File: src/rtl/l1_mem_arb.sv
// l1_mem_arb: round-robin arbiter that puts L1 I$ line fills and D$ word accesses onto one memory port.
// Optional bus watchdog is built only when MEM_ARB_TIMEOUT_EN is defined.
module l1_mem_arb #(
    parameter int PC_SZ       = 32,
    parameter int RSZ         = 32,
    parameter int CL_LEN      = 32,
    parameter int TIMEOUT_CYC = 255
) (
    input  logic                  clk_in,
    input  logic                  rst_n_in,
    input  logic                  ic_req,
    input  logic [PC_SZ-1:0]      ic_addr,
    output logic                  ic_ack,
    output logic [CL_LEN*8-1:0]   ic_ack_data,
    output logic                  ic_ack_fault,
    input  logic                  dc_req,
    input  logic [PC_SZ-1:0]      dc_addr,
    input  logic                  dc_wr,
    input  logic [RSZ-1:0]        dc_wr_data,
    output logic                  dc_ack,
    output logic [RSZ-1:0]        dc_ack_data,
    output logic                  dc_ack_fault,
    output logic                  mem_req,
    output logic [PC_SZ-1:0]      mem_addr,
    output logic                  mem_wr,
    output logic [RSZ-1:0]        mem_wr_data,
    output logic                  mem_src,
    input  logic                  mem_ack,
    input  logic [CL_LEN*8-1:0]   mem_ack_data,
    input  logic                  mem_ack_fault
);

    localparam int LINE_W = CL_LEN * 8;
    localparam int WORDS  = CL_LEN / 4;
    localparam int IDX_W  = (WORDS > 1) ? $clog2(WORDS) : 1;

    if (CL_LEN < 4 || (CL_LEN & (CL_LEN - 1)) != 0 || TIMEOUT_CYC < 1) begin : g_param_check
        $error("l1_mem_arb: CL_LEN must be a power of 2 >= 4 and TIMEOUT_CYC >= 1");
    end

    typedef enum logic [1:0] {
        IDLE  = 2'd0,
        GNT_I = 2'd1,
        GNT_D = 2'd2,
        RESP  = 2'd3
    } state_e;

    state_e              state_q, state_d;
    logic                rr_last_q, rr_last_d;  // 1: D$ owned the last transaction
    logic                mem_req_q, mem_req_d;
    logic [PC_SZ-1:0]    mem_addr_q, mem_addr_d;
    logic                mem_wr_q, mem_wr_d;
    logic [RSZ-1:0]      mem_wr_data_q, mem_wr_data_d;
    logic                mem_src_q, mem_src_d;
    logic                ic_ack_q, ic_ack_d;
    logic [LINE_W-1:0]   ic_ack_data_q, ic_ack_data_d;
    logic                ic_ack_fault_q, ic_ack_fault_d;
    logic                dc_ack_q, dc_ack_d;
    logic [RSZ-1:0]      dc_ack_data_q, dc_ack_data_d;
    logic                dc_ack_fault_q, dc_ack_fault_d;

    logic                grant_i, grant_d;
    logic                finish_txn, use_bus_data, resp_fault;
    logic [IDX_W-1:0]    word_idx;
    logic [RSZ-1:0]      line_words [2**IDX_W];

`ifdef MEM_ARB_TIMEOUT_EN
    localparam int WD_W = ($clog2(TIMEOUT_CYC + 1) > 8) ? $clog2(TIMEOUT_CYC + 1) : 8;
    logic [WD_W-1:0]     wdog_q, wdog_d;
`endif

    for (genvar i = 0; i < 2**IDX_W; i++) begin : g_words
        if (i < WORDS) begin : g_used
            assign line_words[i] = mem_ack_data[i*RSZ +: RSZ];
        end else begin : g_pad
            assign line_words[i] = '0;
        end
    end

    // Word offset comes from the registered address, never from the live D$ port.
    assign word_idx = (WORDS > 1) ? mem_addr_q[IDX_W+1:2] : '0;

    // A tie goes to whoever was not served last.
    assign grant_i = ic_req && (!dc_req || rr_last_q);
    assign grant_d = dc_req && (!ic_req || !rr_last_q);

    always_comb begin
        state_d        = state_q;
        rr_last_d      = rr_last_q;
        mem_req_d      = mem_req_q;
        mem_addr_d     = mem_addr_q;
        mem_wr_d       = mem_wr_q;
        mem_wr_data_d  = mem_wr_data_q;
        mem_src_d      = mem_src_q;
        ic_ack_d       = 1'b0;
        ic_ack_data_d  = '0;
        ic_ack_fault_d = 1'b0;
        dc_ack_d       = 1'b0;
        dc_ack_data_d  = '0;
        dc_ack_fault_d = 1'b0;
        finish_txn     = 1'b0;
        use_bus_data   = 1'b0;
        resp_fault     = 1'b0;
`ifdef MEM_ARB_TIMEOUT_EN
        wdog_d         = wdog_q;
`endif

        unique case (state_q)
            IDLE: begin
                if (grant_i) begin
                    state_d       = GNT_I;
                    mem_req_d     = 1'b1;
                    mem_addr_d    = ic_addr;
                    mem_wr_d      = 1'b0;
                    mem_wr_data_d = '0;
                    mem_src_d     = 1'b0;
`ifdef MEM_ARB_TIMEOUT_EN
                    wdog_d        = '0;
`endif
                end else if (grant_d) begin
                    state_d       = GNT_D;
                    mem_req_d     = 1'b1;
                    mem_addr_d    = dc_addr;
                    mem_wr_d      = dc_wr;
                    mem_wr_data_d = dc_wr_data;
                    mem_src_d     = 1'b1;
`ifdef MEM_ARB_TIMEOUT_EN
                    wdog_d        = '0;
`endif
                end
            end
            GNT_I, GNT_D: begin
                if (mem_ack) begin
                    finish_txn   = 1'b1;
                    use_bus_data = 1'b1;
                    resp_fault   = mem_ack_fault;
                end
`ifdef MEM_ARB_TIMEOUT_EN
                else if (wdog_q == WD_W'(TIMEOUT_CYC)) begin
                    finish_txn = 1'b1;
                    resp_fault = 1'b1;
                end else begin
                    wdog_d = wdog_q + 1'b1;
                end
`endif
                if (finish_txn) begin
                    state_d   = RESP;
                    mem_req_d = 1'b0;
                    rr_last_d = (state_q == GNT_D);
                    if (state_q == GNT_I) begin
                        ic_ack_d       = 1'b1;
                        ic_ack_data_d  = use_bus_data ? mem_ack_data : '0;
                        ic_ack_fault_d = resp_fault;
                    end else begin
                        dc_ack_d       = 1'b1;
                        dc_ack_data_d  = use_bus_data ? line_words[word_idx] : '0;
                        dc_ack_fault_d = resp_fault;
                    end
                end
            end
            RESP: begin
                state_d = IDLE;
            end
            default: begin
                state_d = IDLE;
            end
        endcase
    end

    always_ff @(posedge clk_in or negedge rst_n_in) begin
        if (!rst_n_in) begin
            state_q        <= IDLE;
            rr_last_q      <= 1'b1;
            mem_req_q      <= 1'b0;
            mem_addr_q     <= '0;
            mem_wr_q       <= 1'b0;
            mem_wr_data_q  <= '0;
            mem_src_q      <= 1'b0;
            ic_ack_q       <= 1'b0;
            ic_ack_data_q  <= '0;
            ic_ack_fault_q <= 1'b0;
            dc_ack_q       <= 1'b0;
            dc_ack_data_q  <= '0;
            dc_ack_fault_q <= 1'b0;
`ifdef MEM_ARB_TIMEOUT_EN
            wdog_q         <= '0;
`endif
        end else begin
            state_q        <= state_d;
            rr_last_q      <= rr_last_d;
            mem_req_q      <= mem_req_d;
            mem_addr_q     <= mem_addr_d;
            mem_wr_q       <= mem_wr_d;
            mem_wr_data_q  <= mem_wr_data_d;
            mem_src_q      <= mem_src_d;
            ic_ack_q       <= ic_ack_d;
            ic_ack_data_q  <= ic_ack_data_d;
            ic_ack_fault_q <= ic_ack_fault_d;
            dc_ack_q       <= dc_ack_d;
            dc_ack_data_q  <= dc_ack_data_d;
            dc_ack_fault_q <= dc_ack_fault_d;
`ifdef MEM_ARB_TIMEOUT_EN
            wdog_q         <= wdog_d;
`endif
        end
    end

    assign mem_req      = mem_req_q;
    assign mem_addr     = mem_addr_q;
    assign mem_wr       = mem_wr_q;
    assign mem_wr_data  = mem_wr_data_q;
    assign mem_src      = mem_src_q;
    assign ic_ack       = ic_ack_q;
    assign ic_ack_data  = ic_ack_data_q;
    assign ic_ack_fault = ic_ack_fault_q;
    assign dc_ack       = dc_ack_q;
    assign dc_ack_data  = dc_ack_data_q;
    assign dc_ack_fault = dc_ack_fault_q;

endmodule

File: config.mk
export PLATFORM = sky130hd
export DESIGN_NAME = l1_mem_arb
export DESIGN_NICKNAME = d
export VERILOG_FILES = /design/src/rtl/l1_mem_arb.sv
export SDC_FILE = /design/constraint.sdc
export NUM_CORES = 1
export LEC_CHECK = 0
export ABC_AREA = 1
export CAP_MARGIN = 20
export CORE_AREA = 2 2 281 283
export CTS_BUF_LIST = sky130_fd_sc_hd__clkbuf_16
export DETAILED_ROUTE_END_ITERATION = 8
export DIE_AREA = 0 0 283 285
export SLEW_MARGIN = 20
export SYNTH_ARGS = -nofsm -noshare
export SYNTH_HDL_FRONTEND = slang
export SYNTH_SLANG_ARGS = --single-unit
File: constraint.sdc
create_clock -name clk_in -period 2.3 [get_ports clk_in]
set_clock_uncertainty 0.15 [all_clocks]
set_input_delay 0.69 -clock clk_in [delete_from_list [all_inputs] [get_ports clk_in]]
set_output_delay 0.69 -clock clk_in [all_outputs]
set_load 0.02 [all_outputs]
==> run summary <==
Post-Syn Area: 15200 um2
final hold vios: 0
Critical Path Sink Type: output port
Netlist cell types: 18
Initial Utilization: 19.5%
Worst Path Buf+Inv: 1
number of synthesis warnings: 0
final setup margin: 58.2 ps
num ports: 718
Seq/Total Area, Yosys: 59.6%
crit share post-route: 97.5%
most numerous cell in the Yosys netlist: nand2_1
initial antenna violation count: 9
clk buf depth: 3
IO buf count: 717
CP delay by family, top: flip-flops
DR pass1 iterations: 5
Final Setup Violations: 0
EDFF count, synth: 0
Max Fclk: 0.446 GHz
PD cells: 1090 nW/um2
Global Route Usage Sum: 17.5%
htree depth: 2
Synth async-reset ratio: 100%
final wirelength: 71.9 mm
Post-synth top cells: 557 x nand2_1, 361 x dfrtp_1, 325 x nor2_1
WL/cell: 19.4 um
P&R area growth vs syn: 66.2%
top_reg_cell synth: dfrtp_1
top cells by area, synth: dfrtp_1 59%, nand2_1 14%, nor2_1 8.0%
Power, Total: 0.0277 W
via count: 14631
multi-input logic area: 4570 um2
relative slew slack: 71.3%
worst-margin pin slew: 431 ps
status: complete, no violations
antenna-violating nets left: 0
Mapped Cells: 1860
clock sinks: 362
Sequential Area: 9070 um2
Crit-path slowest cell: dfrtp_4
Initial DRC Count: 739
Core Footprint: 78000 um2
Clk Latency, worst-skew pair: 560 ps
crit path time final: 2240 ps
crit-path cells: dlygate4sd2_1
crit path DAT: 1400 ps
Die Footprint: 80700 um2
maximum fanout along the worst path: 2
HPWL Detailed: 57.4 mm
CP Class: reg -> out
slowest stage delay, CP: 490 ps
fin. max-slew vios: 0
first-pass GRT wire length: 104 mm
Reg clk slew, reported paths: 60 ps
die height: 285 um
Post-Syn Nets: 2222
CTS tree: yes
RePlAce Congestion: 0.918
drc violations: 0
fill cell count: 8300
largest net degree at the start of global routing: 66
Die Span X: 283 um
number of global-route vias before repair: 15174
flop and latch count out of synthesis: 362
grt total ovfl: 0
Min-Delay Path Class: reg -> reg
layout cells sized above 1: 7.06%
Leakage: 14.5 nW
Avg Cell Area, Syn: 8.18 um2
setup repair after global routing missed its margin: false
max cap viols: 0
DR vias/cell: 3.95
num rows: 103
Num CTS Buffers: 43
setup_tns: 0 ps
top-area cell type share of the netlist area: 59.4%
nets: 2977
Root Buffer: clkbuf_16
Yosys top cell by area: dfrtp_1
Place WS: -72.4 ps
CP Launch Type: flip-flop
maximum VDD drop: 0.000500 V
worst path required time: 1460 ps
## layout by cell type (no fill, tap or decap), types with 5 or more instances in the layout
master | Yosys | layout
dfrtp_1 | 361 | 358
dlygate4sd2_1 | 0 | 351
clkinv_2 | 0 | 6
clkdlybuf4s50_1 | 0 | 357
clkinv_1 | 0 | 5
buf_4 | 4 | 71
nand2_1 | 557 | 555
buf_12 | 0 | 32
nor2_1 | 325 | 324
o21ai_0 | 5 | 5
inv_1 | 267 | 274
nand3_1 | 227 | 227
clkbuf_16 | 0 | 43
## cells by family after synthesis
logic type / after synthesis / share of synthesized area, %
buffers and inverters: 375 / 10.5
and+or+nand+nor: 1115 / 29.5
AOI/OAI and AO/OA: 5 / 0.165
DFF: 362 / 59.6
adders and majority gates: 3 / 0.247
## worst paths after layout
check | startpoint | endpoint | slack (ps) | depth (start not counted)
max in group asynchronous | rst_n_in | ic_ack_data[198] | 800 | 4
worst max register to register | mem_addr[2] | dc_ack_data[3] | 290 | 9
worst max-delay path | mem_addr[4] | mem_addr[4] | 60 | 1
min in group asynchronous | rst_n_in | ic_ack_data[154] | 440 | 2
worst min register to register | mem_wr_data[0] | mem_wr_data[0] | 320 | 2
worst min-delay path | mem_wr_data[0] | mem_wr_data[0] | 320 | 2
## power by group
group | switching [W] | total [W] | leakage, nW | internal, W
sequential | 0.000586 | 0.00836 | 4.92 | 0.00777
combinational | 0.00806 | 0.0124 | 8.90 | 0.00438
clock | 0.00297 | 0.00687 | 0.711 | 0.00391
## through the flow
step,instance area [um2],util (%),cells,hold WS [ps]
2_1_floorplan,15200,-,1860,244
3_3_place_gp,24300,31.1,3615,305
3_5_place_dp,24300,31.1,3615,313
4_1_cts,25200,32.4,3696,322
5_1_grt,25300,32.4,3700,338
6_report,25300,32.4,3700,320
## flip-flops by register name, indices dropped and copies added (netlist names)
name	flops
dc_ack	1
dc_ack_data	32
dc_ack_fault	1
ic_ack	1
ic_ack_data	256
ic_ack_fault	1
mem_addr	32
mem_req	1
mem_src	1
mem_wr	1
mem_wr_data	32
rr_last_q	1
state_q	2
## worst reg2reg max path, cell delays in order (launching register included)
cell	delay, ps
dfrtp_4	520
buf_4	190
inv_6	100
buf_12	180
buf_12	230
nand2_1	70
nand3_1	140
nand3_1	140
nand2_1	150
nor2_1	60
## repair_timing
item,4_1_cts,5_1_grt
endpoints found under the hold margin,24,0
endpoints found under the setup margin,355,1
resized for setup,363,0
hold buffers,1,0
setup buffers,1,3
## layout make-up
class | count | share of cell area, %
Clock buffer | 43 | 4.26
Sequential cell | 362 | 35.9
Multi-Input combinational cell | 1123 | 18.1
Antenna cell | 1 | 0.00990
Tap cell | 1050 | 5.20
Clock inverter | 36 | 1.30
Inverter | 268 | 4.01
Timing Repair Buffer | 817 | 31.2
## metal layers
layer | GRT usage [%] | up-vias | wire (um)
li1 | - | 7031 | -
met3 | 5.78 | 85 | 5970
met1 | 18.7 | 6911 | 26100
met4 | 4.24 | 8 | 1500
met5 | 0 | - | 43
met2 | 33.1 | 596 | 38300
No activity file was read; power rests on OpenSTA's default activity.
==> edit 1: new RTL, same flow settings <==
Remove the register `ic_ack_fault_q`: a continuous assignment takes its place, so the output `ic_ack_fault` follows one clock earlier.
--- a/src/rtl/l1_mem_arb.sv
+++ b/src/rtl/l1_mem_arb.sv
@@ -180,3 +180,2 @@
             ic_ack_data_q  <= '0;
-            ic_ack_fault_q <= 1'b0;
             dc_ack_q       <= 1'b0;
@@ -197,3 +196,2 @@
             ic_ack_data_q  <= ic_ack_data_d;
-            ic_ack_fault_q <= ic_ack_fault_d;
             dc_ack_q       <= dc_ack_d;
@@ -206,2 +204,4 @@
     end
+
+    assign ic_ack_fault_q = ic_ack_fault_d;
 
Check against the original RTL: not settled (the Yosys comparison gave no result); the edit may change what the design does.
==> edit 1 against the original RTL <==
The flow now finishes with violations (negative setup slack); wire length about the same; first-iteration DRC count decreased by 13%; setup slack worse by 0.25 ns; sequential cell count is 1 lower; design area decreased by 0.54%; register-to-register slack worse by 0.13 ns; power up 0.49%; clock power grew 3%; critical path depth up 6; hold slack lost 0.0052 ns; area after synthesis is 0.16% lower.
==> edit 1: results (changes against the original RTL) <==
failing checks negative setup slack; Sum Neg Setup Slack -0.1908 ns (-0.1908 ns); Slowest-stage cell, CP dfrtp_1; cell count after placement 3,606 (-0.25%); initial antenna violation count 15 (+6); Overall Global Routing Usage 0.1748 (-0.0004801); Hold Path Sink mem_addr[28]$_DFFE_PN0P_; fin cells 3,691 (-0.24%); worst vdd ir 0.6399 mV (+28%); Post-synth top cells nand2_1 (557), dfrtp_1 (360), nor2_1 (325); Worst EP arrival 1.65 ns (+0.25 ns); first-pass iteration count of the detailed router 7 (+2); status finished with violations; worst slew pin tran 0.9464 ns (+0.5156 ns); drt initial violations 646 (-13%); largest net degree at the start of global routing 165 (+150%); register area share after synthesis 0.5951 (-0.0006663); drt via density 3.963 (+0.21%); post_cts resized 378 (+4.1%); setup ws final -0.1908 ns (-0.2490 ns); syn avg cell area 8.167 µm² (-0.11%); Static Leak 14.45 nW (-0.49%); Synth Area in Adders 0.002472 (+0.000004068); final setup vio count 1 (+1); Worst R2R End dc_ack_data[7]$_DFF_PN0_
[edit 1: where the power goes]
part | internal [mW] | switching (mW) | leakage (nW)
clock network | 4.11 | 2.96 | 0.722
logic | 4.31 | 8.11 | 8.83
registers | 7.75 | 0.565 | 4.90
[edit 1: worst max path at each step]
stage                               to  cells past startpoint
final                     ic_ack_fault                      7
after global placement    ic_ack_fault                      6
after floorplan           ic_ack_fault                      7
after CTS                 ic_ack_fault                      7
after global routing      ic_ack_fault                      7
after detailed placement  ic_ack_fault                      6
[edit 1: per-layer routing]
metal	routed length [µm]	global-route usage
met4	2863	0.06543
met1	24340	0.1738
met5	77	0
met3	6783	0.06856
met2	37850	0.3262
[edit 1: final cells by class]
type	instances	area (µm²)
fillers	8296	52840
flip-flops and latches	361	9046
repair buffers	810	7721
multi-input cells	1123	4601
well taps	1050	1314
clock buffers	43	1076
inverters	268	1015
clock inverters	35	356.6
diodes	1	2.502
==> edit 2: new RTL, same flow settings <==
Without the edit above. Build with the macro `MEM_ARB_TIMEOUT_EN` defined.
--- a/src/rtl/l1_mem_arb.sv
+++ b/src/rtl/l1_mem_arb.sv
@@ -2,2 +2,4 @@
 // Optional bus watchdog is built only when MEM_ARB_TIMEOUT_EN is defined.
+`define MEM_ARB_TIMEOUT_EN
+
 module l1_mem_arb #(
Check against the original RTL: not settled (the Yosys comparison gave no result); the edit may change what the design does.
==> edit 2 against the original RTL <==
Synthesized cell count decreased by 6.6%; core utilization increased by 0.14 points; sequential share of layout area increased by 0.64 points; design area increased by 0.43%; critical path depth unchanged; final cell count decreased by 3.0%; die area unchanged; power increased by 1.1%; count of clock-buffer cells in the layout increased by 2; setup slack got worse by 0.017 ns; sequential cell count increased by 8; wire length increased by 1.6%; area after synthesis unchanged; largest power group unchanged.
==> edit 2: results (changes against the original RTL) <==
status complete, no violations; DP Wirelength 58,860 µm (+2.5%); Synth Register Bits 370 (+2.2%); setup slack at placement -0.08483 ns (-0.01244 ns); Top Family by Delay on Critical Path buffers and inverters; fraction of area in multi-input gates 0.1736 (-0.007283); sequential power 8.50 mW (+2%); cell count after placement 3,505 (-3.0%); share of cells above drive strength 1 0.08314 (+0.01254); top cell type's share of synthesized area 0.6072 (+0.01316); Slowest-stage cell, CP dlygate4sd2_1; count of multi-input gates 985 (-12%); clk_lat worst skew between 0.5 and 0.6 ns; CTS root buf clkbuf_16; Overall Global Routing Usage 0.1772 (+0.001879); Post-Route WL 73,100 µm (+1.6%); initial antenna violation count 10 (+1); Port Buffers 717 (unchanged); Num CTS Buffers 44 (+2.3%); largest net degree at the start of global routing 70 (+6.1%); antenna cells 2 (+1); # clk buffers 45 (+4.7%); buffering overhead 0.3138 (+0.001471); Non-CTS buffers 827 (+1.2%); register area share after synthesis 0.6089 (+0.01316); Post-synth top cells dfrtp_1 (369), nor2_1 (358), inv_1 (272); asr flop ratio synth 1.000 (unchanged); Synth Instances 1,737 (-6.6%); Static Leak 13.91 nW (-4.2%); ranking of synthesized cells by area dfrtp_1 (61%), nor2_1 (8.8%), inv_1 (6.7%), nand2_1 (5.7%), o21ai_0 (3.6%); Synth Warn # 0 (unchanged); post-synth cell types 29 (+11); clk tree area frac 0.05473 (-0.0008793); fin cells 3,590 (-3.0%); worst slew pin tran 0.5866 ns (+0.1558 ns); Switch Pwr 11.73 mW (+1.0%); CP max stage delay 0.47 ns (-0.02 ns); Critical Path RT 1.46 ns (about the same); RePlAce Congestion 0.8599 (-6.4%); clock transition at the registers of the reported paths 0.06 ns (about the same); path depth of the worst reg2reg path 6 (-3); Slew Limit Fails 0 (unchanged); hold path depth 2 (unchanged); Pwr Density 1102 nW/µm² (+0.67%); Fillers 8,268 (-0.39%); Max clock buf depth 3 (unchanged); Layout Nets 2,866 (-3.7%); drt via density 4.020 (+1.7%); Mapped Nets 2,101 (-5.4%); worst vdd ir 0.6262 mV (+25%); drt initial violations 760 (+2.8%); first-pass GRT wire length 104,300 µm (about the same); sequential share of cell area 0.3654 (+0.006399); max FFs per register 256 (unchanged); Non-clk invs 274 (+2.2%); vias in the first global route 15,011 (-1.1%)
==> edit 2: cell families (layout without fill, tap and decap cells) <==
logic type	Yosys count	after routing	share of synthesized area
adders and majority gates	5	5	0.004114
muxes	1	1	0.0007404
xor gates and xnor gates	2	2	0.001152
and+or+nand+nor	674	674	0.1748
other	0	2	0
buffers and inverters	382	1183	0.1027
DFF	370	370	0.6089
AOI/OAI and AO/OA	303	303	0.1076
==> edit 2: routing by layer <==
layer | global-route usage | wire, µm
met1 | 0.1897 | 26830
met2 | 0.3169 | 36680
met3 | 0.06024 | 6238
met4 | 0.07566 | 3297
met5 | 0 | 58
==> edit 2: final timing paths <==
kind | from | end | slack, ns
max | mem_addr[30]$_DFFE_PN0P_ | mem_addr[30] | 0.04
min | mem_req$_DFFE_PN0P_ | mem_req$_DFFE_PN0P_ | 0.33
max reg2reg | mem_addr[2]$_DFFE_PN0P_ | dc_ack_data[0]$_DFF_PN0_ | 0.19
min reg2reg | mem_req$_DFFE_PN0P_ | mem_req$_DFFE_PN0P_ | 0.33
max in group asynchronous | rst_n_in | ic_ack_data[1]$_DFF_PN0_ | 0.81
min in group asynchronous | rst_n_in | ic_ack_data[166]$_DFF_PN0_ | 0.41
==> edit 2: what timing repair did <==
action	CTS	global route
buffers inserted	0	0
endpoints found under the hold margin	16	0
gates resized for setup	361	0
hold buffers	1	0
endpoints found under the setup margin	348	0
==> edit 2: metrics by stage <==
stage | instance area (µm²) | TNS [ns]
global placement | 24390 | -0.6298
global route | 25370 | 0
CTS | 25370 | 0
finish | 25380 | 0
detailed placement | 24390 | -0.5312
floorplan | 15210 | 0
